<file path="config.mk">
export PLATFORM = sky130hd
export DESIGN_NAME = sum_latch_seq_ctrl
export DESIGN_NICKNAME = d
export VERILOG_FILES = /design/src/rtl/sum_latch_seq_ctrl.sv
export SDC_FILE = /design/constraint.sdc
export NUM_CORES = 1
export LEC_CHECK = 0
export BUFFER_PORTS_ARGS = -buffer_cell sky130_fd_sc_hd__buf_2
export CAP_MARGIN = 0
export CELL_PAD_IN_SITES_DETAIL_PLACEMENT = 0
export CELL_PAD_IN_SITES_GLOBAL_PLACEMENT = 1
export CORE_UTILIZATION = 39
export CTS_CLUSTER_DIAMETER = 50
export DETAILED_ROUTE_END_ITERATION = 6
export PLACE_DENSITY_LB_ADDON = 0.1
export SLEW_MARGIN = 30
export SYNTH_ARGS = -nofsm -noshare
export SYNTH_HDL_FRONTEND = slang
export SYNTH_SLANG_ARGS = --single-unit
</file>
<file path="constraint.sdc">
create_clock -name clk -period 3.25 [get_ports clk]
set_clock_uncertainty 0.05 [all_clocks]
set_input_delay 0.1625 -clock clk [delete_from_list [all_inputs] [get_ports clk]]
set_output_delay 0.1625 -clock clk [all_outputs]
set_load 0.02 [all_outputs]
</file>
<file path="src/rtl/sum_latch_seq_ctrl.sv">
// Sequencer for the nibble latch pair and UART TX: turns request edges into latch
// save strobes, captures the 5-bit sum, and streams it as ASCII hex (+ optional CR).
//
// state      | meaning
// -----------+---------------------------------------------------------
// S_IDLE     | waiting; launches one pending sequence (A > B > send)
// S_STROBE_A | save_a_n low for this single cycle
// S_STROBE_B | save_b_n low for this single cycle
// S_SETTLE   | latch output settling after the strobe edge
// S_CAPTURE  | sum_out <= q_a + q_b; optional auto-send after a B save
// S_SEND_HI  | presenting ASCII of sum bit 4
// S_SEND_LO  | presenting ASCII hex of sum bits 3:0
// S_SEND_CR  | presenting carriage return (only when SEND_CR=1)
module sum_latch_seq_ctrl #(
  parameter bit SEND_CR   = 1'b1,
  parameter bit AUTO_SEND = 1'b0
) (
  input  logic       clk,
  input  logic       reset,
  input  logic       req_save_a,
  input  logic       req_save_b,
  input  logic       req_send,
  input  logic [3:0] q_a,
  input  logic [3:0] q_b,
  output logic       save_a_n,
  output logic       save_b_n,
  output logic [7:0] tx_data,
  output logic       tx_valid,
  input  logic       tx_ready,
  output logic [4:0] sum_out,
  output logic       busy
);

  typedef enum logic [2:0] {
    S_IDLE,
    S_STROBE_A,
    S_STROBE_B,
    S_SETTLE,
    S_CAPTURE,
    S_SEND_HI,
    S_SEND_LO,
    S_SEND_CR
  } state_t;

  state_t     state, state_nxt;
  logic       prev_a, prev_b, prev_send;
  logic       pend_a, pend_b, pend_send;
  logic       seq_b;
  logic [4:0] tx_buf;
  logic [4:0] sum_new;
  logic       in_send;
  logic       launch_a, launch_b, launch_send, load_auto;

  function automatic logic [7:0] hex_ascii(input logic [3:0] n);
    if (n < 4'd10) return 8'h30 + {4'h0, n};
    else           return 8'h37 + {4'h0, n};
  endfunction

  assign sum_new = {1'b0, q_a} + {1'b0, q_b};
  assign in_send = (state == S_SEND_HI) || (state == S_SEND_LO) || (state == S_SEND_CR);

  always_comb begin
    state_nxt   = state;
    launch_a    = 1'b0;
    launch_b    = 1'b0;
    launch_send = 1'b0;
    load_auto   = 1'b0;
    save_a_n    = 1'b1;
    save_b_n    = 1'b1;
    tx_valid    = 1'b0;
    tx_data     = 8'h00;
    busy        = (state != S_IDLE);
    case (state)
      S_IDLE: begin
        if (pend_a) begin
          state_nxt = S_STROBE_A;
          launch_a  = 1'b1;
        end else if (pend_b) begin
          state_nxt = S_STROBE_B;
          launch_b  = 1'b1;
        end else if (pend_send) begin
          state_nxt   = S_SEND_HI;
          launch_send = 1'b1;
        end
      end
      S_STROBE_A: begin
        save_a_n  = 1'b0;
        state_nxt = S_SETTLE;
      end
      S_STROBE_B: begin
        save_b_n  = 1'b0;
        state_nxt = S_SETTLE;
      end
      S_SETTLE: state_nxt = S_CAPTURE;
      S_CAPTURE: begin
        if (seq_b && AUTO_SEND) begin
          state_nxt = S_SEND_HI;
          load_auto = 1'b1;
        end else begin
          state_nxt = S_IDLE;
        end
      end
      S_SEND_HI: begin
        tx_valid = 1'b1;
        tx_data  = {7'b0011000, tx_buf[4]};
        if (tx_ready) state_nxt = S_SEND_LO;
      end
      S_SEND_LO: begin
        tx_valid = 1'b1;
        tx_data  = hex_ascii(tx_buf[3:0]);
        if (tx_ready) state_nxt = SEND_CR ? S_SEND_CR : S_IDLE;
      end
      S_SEND_CR: begin
        tx_valid = 1'b1;
        tx_data  = 8'h0D;
        if (tx_ready) state_nxt = S_IDLE;
      end
      default: state_nxt = S_IDLE;
    endcase
  end

  // Edge flops track the request levels even in reset so a level held high
  // through reset never looks like a fresh edge afterwards.
  always_ff @(posedge clk) begin
    if (reset) begin
      state     <= S_IDLE;
      prev_a    <= req_save_a;
      prev_b    <= req_save_b;
      prev_send <= req_send;
      pend_a    <= 1'b0;
      pend_b    <= 1'b0;
      pend_send <= 1'b0;
      seq_b     <= 1'b0;
      sum_out   <= 5'd0;
      tx_buf    <= 5'd0;
    end else begin
      state     <= state_nxt;
      prev_a    <= req_save_a;
      prev_b    <= req_save_b;
      prev_send <= req_send;
      pend_a    <= (pend_a & ~launch_a) | (req_save_a & ~prev_a);
      pend_b    <= (pend_b & ~launch_b) | (req_save_b & ~prev_b);
      pend_send <= (pend_send & ~launch_send) | (req_send & ~prev_send & ~in_send);
      if (launch_a)      seq_b <= 1'b0;
      else if (launch_b) seq_b <= 1'b1;
      if (state == S_CAPTURE) sum_out <= sum_new;
      // Snapshot so later saves cannot change bytes already in flight.
      if (launch_send)    tx_buf <= sum_out;
      else if (load_auto) tx_buf <= sum_new;
    end
  end

endmodule

</file>
* After elaboration in Yosys (flattened, before gate mapping) *
Cells that the tools add are included.

word-level totals
  memories = 0
  bits in writable memories = 0
  bits of input ports = 14
  word-level logic and storage cells = 69
  ROM bits = 0
  flip-flop bits (word level) = 19
  latch bits = 0

cells by class
  eq/ne operators = 11
  multiply operators = 0
  bitwise logic cells = 17
  muxes and demuxes = 21
  add/subtract/negate cells = 3
  magnitude comparators = 1
  reductions and logical operators = 7
  shift operators = 0
  div/mod/pow operators = 0

operator list
  kind                 number
  $pmux 3 s7           1
  $pmux 7 s3           1
  $mux 3               6
  $add 6x4->7 const A  2
  $eq 3x3->1 const B   4
  $mux 1               12
  $and 1x1->1          7
  $mux 7               1
  $not 1->1            7
  $eq 3x2->1 const B   2
  $ne 2x2->1 const B   3
  $add 4x4->5          1
  $lt 4x4->1 const B   1
  $ne 4x4->1 const B   1
  $reduce_and 4->1     1
  $eq 3x1->1 const B   1
  $logic_not 3->1      1
  $or 1x1->1           3
  $reduce_bool 3->1    1
  $reduce_or 3->1      1
  $logic_or 1x1->1     2
  $reduce_or 2->1      1

* Logic depth before layout (Yosys ltp) *
  depth in word-level cells = 7
  depth in mapped cells = 6
  depth with buffers taken out = 6

* Least setup slack after synthesis *
Ideal clock, no wire load.

  path type = register -> register
  start = register state[2]
  end = register tx_buf[2]
  setup slack = 1.418 ns
  period minus slack after synthesis = 1.832 ns
  stages on the path, launching flop included = 7
  required time = 3.072 ns
  arrival = 1.655 ns
  path through = dfxtp_1 -> buf_6 -> or4_4 -> or3b_1 -> buf_6 -> mux2i_1 -> nor2_1

on the way
  cells in the longest elaborated chain, start to end = 2

ends and longest elaborated chain
  what                    RTL line  RTL
  start, declared         45        state_t state, state_nxt;
  start signal, assigned  137       state <= state_nxt;
  $logic_not 3->1         73        case (state)
  $mux 1                  73
  end signal, assigned    148       if (launch_send) tx_buf <= sum_out;
  end signal, assigned    149       else if (load_auto) tx_buf <= sum_new;
  end, declared           49        logic [4:0] tx_buf;

No other way between the ends.
A chain may end at the register's enable or synchronous reset.

* Worst setup path in the final report *
  start = register state[0]
  end = register tx_buf[3]

The elaborated chain is that of the path after synthesis.

==> results.md <==
* Routability congestion estimate at 0.833
* Worst vdd ir at 391 µV
* Later-pin clock latency in the skew report at 0.30 ns
* Die width at 54.0 µm
* Final Util at 0.495
* Vias per Instance at 5.02
* Critical path class: reg -> reg
* Worst Max-Slew Pin Slew at 0.506 ns
* Power per cell area at 637 mW/mm²
* Multi-input logic area at 602 µm²
* DRT Pass-1 Iters at 4
* Post-CTS sizing at 0
* Synthesized Nets at 150
* Mapped Cells at 130
* Total power at 0.000795 W
* DP HPWL at 1.65 mm
* RSZ-0062 raised after global routing: no
* Fin. Hold Viols at 0
* CTS Hold Bufs at 3
* Final setup viols at 0
* Cts bufs inserted at 3
* Commonest non-fill, non-tap cell in the layout: buf_2
* Hold Crit Class: in -> reg
* Mapped cell area at 0.00105 mm²
* DRC Markers at 0
* Sequential share of the synthesized area at 0.361
* IO Port Bufs at 29
* Status: finished clean
* Die Y at 54.0 µm
* Gr usage total at 0.169
* CP Capture Type: flop
* Sink Count at 19
* Fin nets at 180
* Post-Place Setup Slack at 1.23 ns
* Share of cells above drive strength 1 at 0.239
* Library cells used by synthesis at 31
* Fill cells at 281
* Synth Area per Inst at 8.10 µm²
* Iter 0 DRT Violations at 15
* Fin cells at 189
* Starting density of the core at 0.418
* CORE AREA at 0.00252 mm²
* Req. time, crit path at 3.38 ns
* Sequential Area at 380 µm²
* Max Cap Viol at 0
* CTS Buffer Depth at 2
* Placed insts at 182
* Most frequent cells in the layout: buf_2 (29), nor2_1 (20), dfxtp_1 (19)
* Synth warnings at 0
* Routed wire length at 2.18 mm
* Antenna-violating nets left at 0
* Die area at 0.00291 mm²
* Largest net degree at the start of global routing at 19
* Global-route wire length before repair at 3.51 mm
* Worst setup SP type: flop
* TritonCTS clock tree: done
* Total grt overflow at 0
* Worst setup margin at 1.20 ns
* Slew HR at 0.662
* Fmax at 489 MHz
* Slew Viols, Final at 0
* Setup TNS at 0 ns
* CP arrival at 2.18 ns
* Site Rows at 18
* Root buf cell: clkbuf_4
* Total number of vias at 949
* Minimum clock period at 2.05 ns
* Tcrit/Tclk final at 0.630
* Layout area overhead at 18.5%
* Met1 Wirelength at 1.12 mm
* Initial antenna violation count at 0
* Met2 WL at 948 µm
* Max Fanout on Critical Path at 17
* Post-CTS Setup Inserts at 0
* Reg clk slew, reported paths at 0.11 ns
* Ports at 31
* Leak Pwr at 0.576 nW
* H-tree Lvls at 1
* Total length of routed met3 wires at 92 µm
* Wirelength per Cell at 11.5 µm
* Number of global-route vias before repair at 802
* Synth Register Bits at 19
* Highest routed metal layer: met4
* Antenna diode count at 0
==> through the flow <==
stage	instance area (µm²)	hold slack [ns]
finish	1250	0.160
global route	1250	0.156
CTS	1250	0.153
detailed placement	1190	0.229
global placement	1190	0.227
floorplan	1050	0.140
==> cells in the mapped netlist <==
library cell  count  area, µm²
o21ai_0           8       40.0
buf_4             1       7.51
nor2b_1           6       37.5
clkbuf_1          4       15.0
nand4b_1          1       8.76
o32a_2            1       11.3
or3b_1            1       8.76
nor2_1           20       75.1
mux2i_1           6       60.1
nand2_1          10       37.5
or4_4             1       11.3
nand3_1           4       20.0
nand2b_1          2       12.5
xnor2_1           2       17.5
fa_1              1       20.0
or2_2             1       6.26
conb_1            1       3.75
a21o_1            1       7.51
o221a_2           1       11.3
nand3b_1          2       15.0
a21oi_1          10       50.1
a211oi_1          4       30.0
o22a_1            1       8.76
or4_1             1       7.51
or3_2             1       7.51
dfxtp_1          19        380
nor3_1            5       25.0
o22ai_1           1       6.26
ha_1              5       62.6
inv_1             7       26.3
buf_6             2       22.5
==> flip-flops by register name (all words and copies together), names as in the netlist <==
| name | flops |
|---|---|
| prev_b | 1 |
| pend_send | 1 |
| prev_send | 1 |
| sum_out | 5 |
| pend_a | 1 |
| pend_b | 1 |
| tx_buf | 5 |
| state | 3 |
| prev_a | 1 |
==> metal layers <==
layer  vias to the layer above  GRT usage
met5                         -          0
met4                         0     0.0641
met3                         4     0.0339
met2                        24      0.270
met1                       415      0.222
li1                        506          -
==> critical path, cell delays in order, from the launching register on <==
cell	delay, ns
dfxtp_1	0.48
or4_4	0.61
or3b_1	0.53
mux2i_1	0.21
nor2_1	0.05
==> report_power, final <==
group	total, W	switching, W	internal (W)	leakage (nW)
Sequential	0.000336	0.0000654	0.000270	0.156
Clock	0.000119	0.0000728	0.0000458	0.0177
Combinational	0.000340	0.000194	0.000146	0.402
Total	0.000795	0.000333	0.000462	0.576
==> worst paths after layout <==
kind	startpoint	end	slack, ns	cells after the start
hold reg to reg	sum_out[0]$_SDFFE_PP0N_	sum_out[0]$_SDFFE_PP0N_	0.44	2
setup reg to reg	state[0]$_SDFFE_PP0P_	tx_buf[3]$_SDFFE_PP0P_	1.20	4
setup / recovery	state[0]$_SDFFE_PP0P_	tx_buf[3]$_SDFFE_PP0P_	1.20	4
hold / removal	reset	pend_a$_SDFF_PP0_	0.16	2
==> cell families after synthesis <==
group	after synthesis	synth area share
compound gates	27	0.157
xor+xnor	2	0.0166
fa+ha+maj	6	0.0784
buf+inv	14	0.0677
flops	19	0.361
mux	6	0.0570
other cells	1	0.00356
simple gates	55	0.259
==> layout make-up <==
type / count / share of cell area
multi-input cells: 97 / 0.482
clock inverters: 1 / 0.00401
well taps: 30 / 0.0301
repair buffers: 32 / 0.140
inverters: 7 / 0.0210
clock buffers: 3 / 0.0180
flip-flops and latches: 19 / 0.305
Note: power is estimated with default switching activity, not from simulation.
